===== config.mk =====
export PLATFORM = sky130hd
export DESIGN_NAME = prog_rom_ld
export DESIGN_NICKNAME = d
export VERILOG_FILES = /design/src/rtl/prog_rom_ld.sv
export SDC_FILE = /design/constraint.sdc
export NUM_CORES = 1
export LEC_CHECK = 0
export CAP_MARGIN = 20
export CORE_UTILIZATION = 47
export DETAILED_ROUTE_END_ITERATION = 8
export PLACE_DENSITY_LB_ADDON = 0.15
export SLEW_MARGIN = 20
export SYNTH_ARGS = -nofsm -noshare
export SYNTH_HDL_FRONTEND = slang
export SYNTH_SLANG_ARGS = --single-unit

===== constraint.sdc =====
create_clock -name clk -period 2.62 [get_ports clk]
set_clock_uncertainty 0.1 [all_clocks]
set_input_delay 0.262 -clock clk [delete_from_list [all_inputs] [get_ports clk]]
set_output_delay 0.262 -clock clk [all_outputs]
set_load 0.05 [all_outputs]

===== src/rtl/prog_rom_ld.sv =====
// Program memory with a registered fetch port and a handshaked full-image loader.
// The fetch port returns CLR_VAL while a load is in progress.
module prog_rom_ld #(
  parameter int                ADDR_W  = 4,
  parameter int                DATA_W  = 8,
  parameter logic [DATA_W-1:0] CLR_VAL = '0
) (
  input  logic              clk,
  input  logic              rst_n,
  input  logic [ADDR_W-1:0] adr,
  output logic [DATA_W-1:0] dout,
  input  logic              ld_start,
  input  logic              ld_valid,
  input  logic [DATA_W-1:0] ld_data,
  output logic              ld_ready,
  output logic              ld_done,
  output logic              busy
);
  localparam int DEPTH = 1 << ADDR_W;

  typedef enum logic [1:0] {IDLE, LOAD, DONE} state_t;

  state_t                       state, state_nxt;
  logic [ADDR_W-1:0]            ptr;
  logic [DEPTH-1:0][DATA_W-1:0] mem;
  logic                         xfer;

  always_ff @(posedge clk or negedge rst_n) begin
    if (!rst_n) state <= IDLE;
    else        state <= state_nxt;
  end

  always_comb begin
    state_nxt = state;
    ld_ready  = 1'b0;
    ld_done   = 1'b0;
    busy      = 1'b0;
    xfer      = 1'b0;
    case (state)
      IDLE: if (ld_start) state_nxt = LOAD;
      LOAD: begin
        ld_ready = 1'b1;
        busy     = 1'b1;
        xfer     = ld_valid;
        if (ld_valid && (&ptr)) state_nxt = DONE;
      end
      DONE: begin
        ld_done   = 1'b1;
        busy      = 1'b1;
        state_nxt = IDLE;
      end
      default: state_nxt = IDLE;
    endcase
  end

  // Pointer wraps naturally modulo DEPTH after the last word.
  always_ff @(posedge clk or negedge rst_n) begin
    if (!rst_n)                        ptr <= '0;
    else if (state == IDLE && ld_start) ptr <= '0;
    else if (xfer)                     ptr <= ptr + 1'b1;
  end

  always_ff @(posedge clk or negedge rst_n) begin
    if (!rst_n) begin
      for (int i = 0; i < DEPTH; i++) mem[i] <= CLR_VAL;
    end else if (xfer) begin
      mem[ptr] <= ld_data;
    end
  end

  // Keyed on next state so dout already reads CLR_VAL in the first busy cycle.
  always_ff @(posedge clk or negedge rst_n) begin
    if (!rst_n)                  dout <= CLR_VAL;
    else if (state_nxt == IDLE)  dout <= mem[adr];
    else                         dout <= CLR_VAL;
  end
endmodule


==> flow_summary.ini, run 1 <==
[run_status]
outcome = finished clean

[logic_synthesis]
synth_top_cell_by_area = dfrtp_1
synth-seq-area-share_pct = 54.3
synth_cell_types = 31
netlist_top_cells_area = dfrtp_1 (54%), mux2_2 (22%), mux4_1 (8.8%)
ys_seq_elements = 142
synth_nets = 432
synth_ff_type = dfrtp_1
syn_area_um2 = 6550
synthArstFlopShare_pct = 100
syn_inst = 409
syn_area_per_cell_um2 = 16.0
synth-edff-count = 0
synth_top_area_share_pct = 54.3
yosysWarnings = 0

[global_routing]
grt_pass1_wl_um = 22700
grtUsageTotal_pct = 22.0
grt_remaining_overflow = 0
antenna_found_initial = 0
grt_pass1_vias = 3919
grt_max_degree = 65

[routing]
route.met3.wl_um = 339
met2_length_um = 6740
antenna_left = 0
vias = 3671
routed_wl_um = 14100
vias_per_cell = 5.67
wl_per_cell_um = 21.8
drt-initial-drc-count = 230
drt_pass1_iterations = 4
drc = 0
top_layer = met4
wl_met1_um = 6700

[critical_path]
crit_type = reg -> out
crit_family = buffers and inverters
cp_slowest_cell = clkdlybuf4s50_1
required_ps = 2260
worst_ep_arrival_time_ps = 2040
cp-end-kind = output pin
crit_path_start_kind = flop
path_buf_inv = 3
path_cells = inv_1 > ha_1 > buf_4 > clkdlybuf4s50_1
cp_max_fo = 9
slowest_delay_ps = 810

[clock_network]
cts_tree = built
root_buffer = clkbuf_16
htree_levels = 4
cts.sinks = 142
hold_buffers = 1
clk_latency_ps = 420
cts_setup_buffers = 0
cts_buffers = 17
clkTransAtPathRegs_ps = 50
post_cts_resized = 0
cts.path.max_buffers = 2

[pwr]
power-per-cell-area_nw_per_um2 = 807
swShare_pct = 26.7
ir_worst_vdd_v = 0.000557
seqPwrFrac_pct = 44.3
total_power_mw = 6.22
clkPwrFrac_pct = 35.2
internal_power_mw = 4.56
power_leakage_nw = 3.71
switchingPower_mw = 1.66
pwr-share-comb_pct = 20.5

[cells_and_area]
diodes = 0
drive_gt1_share_pct = 44.5
design_area_um2 = 7710
synthToLayoutAreaGrowth_pct = 17.8
final_nets = 484
utilization_pct = 57.5

[sta]
finalSetupViolCount = 0
tightestPinTransition_ps = 939
hold_viol_final = 0
fin_tns_setup_ps = 0
slew_viol_final = 0
post-route-min-period_ps = 2400
slew_headroom_pct = 37.3
fmaxAchievable_ghz = 0.417
final.period_utilization_pct = 91.6
rsz0062_at_grt = false

[placed_design]
io_buffers = 26
dp_hpwl_um = 9210
gp_congestion = 0.755
dpl-instance-area_um2 = 7170

[floorplan]
pin_count = 27
die_h_um = 120
rows = 42
die_w_um = 120
start_util_pct = 48.8
coreArea_um2 = 13400
dieArea_um2 = 14400

[min_path]
hold_class = in -> async

[flow_run]
maxCapViolCount = 0
flip-flops by register name, indices dropped and copies added, names as in the netlist:
signal / cells
dout: 8
mem: 128
ptr: 4
state: 2
power by group through the flow:
stage	clock network (mW)	registers, mW	logic, mW
after floorplan	0	2.79	0.865
after global routing	2.32	2.81	1.38
after CTS	2.23	2.76	1.29
after global placement	0	2.78	1.25
final	2.19	2.75	1.27
after detailed placement	0	2.79	1.28
cell usage in the layout, fill, tap and decap left out, drive strengths merged, types with 2 or more instances in the layout:
cell type / synthesis / routed
dfrtp: 142 / 142
mux2: 128 / 128
mux4: 37 / 37
buf: 7 / 32
clkdlybuf4s50: 0 / 24
clkbuf: 17 / 22
nor2: 16 / 16
nor2b: 9 / 9
ha: 7 / 7
clkinv: 0 / 6
inv: 5 / 5
nand2: 5 / 5
nor3: 5 / 5
nand3: 4 / 4
mux2i: 4 / 4
nand2b: 4 / 4
a21oi: 3 / 3
xnor2: 3 / 3
and2: 2 / 2
a221oi: 2 / 2
or3: 2 / 2
kinds of logic after synthesis:
| family | count (synthesis) | synth area share (%) |
|---|---|---|
| muxes | 169 | 36.6 |
| xor gates and xnor gates | 3 | 0.402 |
| buffers and inverters | 29 | 2.10 |
| and+or+nand+nor | 49 | 4.17 |
| DFF | 142 | 54.3 |
| adders and majority gates | 7 | 1.34 |
| AOI/OAI and AO/OA | 10 | 1.07 |
through the flow:
step | hold slack, ps | setup WS (ps) | cells
2_1_floorplan | -134 | 215 | 409
3_3_place_gp | 192 | 336 | 617
3_5_place_dp | 204 | 331 | 617
4_1_cts | 331 | 203 | 648
5_1_grt | 375 | 131 | 648
6_report | 312 | 219 | 648
final timing paths:
kind | start | endpoint | slack (ps) | cells after the start
hold reg to reg | mem[20] | mem[20] | 400 | 1
max in group asynchronous | rst_n | mem[112] | 1300 | 4
setup / recovery | state[1] | ld_ready | 220 | 4
min in group clk | mem[20] | mem[20] | 400 | 1
setup reg to reg | state[1] | mem[27] | 500 | 6
hold / removal | rst_n | mem[30] | 310 | 2
final cells by class:
type | instances | area (um^2)
Inverter | 5 | 18.8
Clock buffer | 22 | 464
Fill cell | 1082 | 5690
Clock inverter | 8 | 67.6
Multi-Input combinational cell | 238 | 2850
Timing Repair Buffer | 57 | 529
Tap cell | 176 | 220
Sequential cell | 142 | 3550
per-layer routing:
metal,up-vias,track usage [%]
met5,-,0
li1,1638,-
met2,56,33.7
met1,1957,30.9
met3,20,3.42
met4,0,10.2
cell usage after synthesis, drive strengths merged, types with 2 or more instances:
master	number
nand3	4
clkbuf	17
nand2	5
a21oi	3
dfrtp	142
ha	7
nor3	5
inv	5
mux2	128
mux4	37
nand2b	4
xnor2	3
nor2	16
or3	2
mux2i	4
a221oi	2
and2	2
nor2b	9
buf	7
(Power assumes the default switching activity.)
==> run 2: changes to the inputs <==
CORE_ASPECT_RATIO = 1.75   (was unset)
HOLD_SLACK_MARGIN = 0.03   (was unset)
==> run 2 against run 1 <==
Net effect: hold slack better by 12 ps; utilization down 0.92 points; worst setup slack worse by 62 ps; critical path depth down 1; sequential share of layout area up 0.32 points; total power up 1.1%; via count down 1.1%; non-clock buffer count down 11; wire length up 1.8%; cell count down 2.0%; global-route usage up 0.21 points; combinational power about the same; critical path type unchanged.
==> flow_summary.ini, run 2 (synthesis gave the netlist of run 1 again) <==
[run_status]
outcome = finished clean

[critical_path]
cp-end-kind = output pin
crit_family = buffers and inverters
path_buf_inv = 2
cp-startpoint = state[1]
cp_max_fo = 10
cp_slowest_cell = clkdlybuf4s50_1
crit_path_start_kind = flop
worst_ep_arrival_time_ps = 2100
crit_type = reg -> out
r2r_start = state[1]
slowest_delay_ps = 860
path_cells = inv_1 > ha_1 > clkdlybuf4s50_1
required_ps = 2260

[clock_network]
cts_tree = built
clkTransAtPathRegs_ps = 60
htree_levels = 4
root_buffer = clkbuf_16
cts.path.max_buffers = 2
clk_latency_ps = 410
cts_buffers = 17
cts.sinks = 142
post_cts_resized = 0

[sta]
slew_viol_final = 0
fin_tns_setup_ps = 0
slew_headroom_pct = 49.6
fmaxAchievable_ghz = 0.406
hold_viol_final = 0
rsz0062_at_grt = false
post-route-min-period_ps = 2460
tightestPinTransition_ps = 754
final.period_utilization_pct = 94.0
finalSetupViolCount = 0

[cells_and_area]
final_nets = 473
reg.largest.list = mem x128, dout x8, ptr x4
regMostFlops = mem
layout_commonest_cell = dfrtp_1
synthToLayoutAreaGrowth_pct = 16.9
largest_register_ffs = 128
final_cell_mix = dfrtp_1 (142), mux2_2 (128), clkdlybuf4s50_1 (24)
diodes = 0
utilization_pct = 56.6
drive_gt1_share_pct = 43.6

[pwr]
ir_worst_vdd_v = 0.000479
power-per-cell-area_nw_per_um2 = 822
power_leakage_nw = 3.66

[global_routing]
antenna_found_initial = 0
grt_pass1_wl_um = 23100
grtUsageTotal_pct = 22.2
grt_pass1_vias = 4088
grt_max_degree = 74
grt_remaining_overflow = 0

[placed_design]
io_buffers = 26
dp_hpwl_um = 9360
gp_congestion = 0.743

[routing]
drt-initial-drc-count = 173
vias = 3630
wl_per_cell_um = 22.6
vias_per_cell = 5.72
drt_pass1_iterations = 4
drc = 0
antenna_left = 0
routed_wl_um = 14300

[floorplan]
start_util_pct = 48.4
dieArea_um2 = 14400
die_w_um = 91.2
pin_count = 27
coreArea_um2 = 13500
rows = 56
die_h_um = 158

[flow_run]
maxCapViolCount = 0

[min_path]
hold_class = in -> async
==> run 2: cell count changes in the layout (fill, tap and decap cells not counted) <==
cell / previous run / this run
bufinv_16: 1 / 2
clkbuf_8: 2 / 1
clkbuf_1: 3 / 1
clkinvlp_4: 1 / 3
buf_4: 27 / 16
clkinv_2: 6 / 4
clkinv_4: 0 / 2
==> run 2: metal layers <==
| layer | global-route usage (%) | share of wire [%] | vias up | wire (um) |
|---|---|---|---|---|
| met1 | 25.9 | 41 | 1949 | 5810 |
| met2 | 40.8 | 55 | 61 | 7940 |
| met3 | 4.56 | 2.4 | 18 | 338 |
| met4 | 6.95 | 1.8 | 0 | 252 |
| met5 | 0 | 0 | - | 0 |
| li1 | - | - | 1602 | - |
==> run 2: path summary, 6_finish.rpt <==
| path | to | slack [ps] | depth (start not counted) |
|---|---|---|---|
| max | ld_ready | 160 | 3 |
| min | ptr[3] | 320 | 2 |
| max reg2reg | mem[37] | 260 | 5 |
| min reg2reg | mem[80] | 400 | 1 |
| max in group asynchronous | dout[4] | 1290 | 3 |
| min in group clk | mem[80] | 400 | 1 |
==> run 2: final cells by class <==
| type | instances | area (um^2) |
|---|---|---|
| inverters | 5 | 18.8 |
| repair buffers | 46 | 447 |
| fillers | 1109 | 5870 |
| multi-input cells | 238 | 2850 |
| flip-flops and latches | 142 | 3550 |
| clock buffers | 19 | 443 |
| clock inverters | 11 | 120 |
| well taps | 174 | 218 |
==> run 2: stage by stage <==
stage | worst slack (ps) | power (mW) | hold slack (ps) | cell area, um^2 | instances
after floorplan | 215 | 3.65 | -134 | 6550 | 409
after global placement | 277 | 4.00 | 214 | 7080 | 604
after detailed placement | 259 | 4.04 | 226 | 7080 | 604
after CTS | 139 | 6.34 | 359 | 7650 | 635
after global routing | 27.5 | 6.57 | 389 | 7650 | 635
final | 157 | 6.29 | 324 | 7650 | 635
==> run 2: where the power goes <==
part	internal [mW]	switching, mW	leakage (nW)
logic	0.645	0.592	1.46
registers	2.56	0.191	1.93
clock network	1.41	0.891	0.270
total	4.62	1.67	3.66
==> run 2: timing repair <==
action	in CTS	in global routing
setup buffers	0	0
hold buffers	1	0
endpoints found under the hold margin	71	0
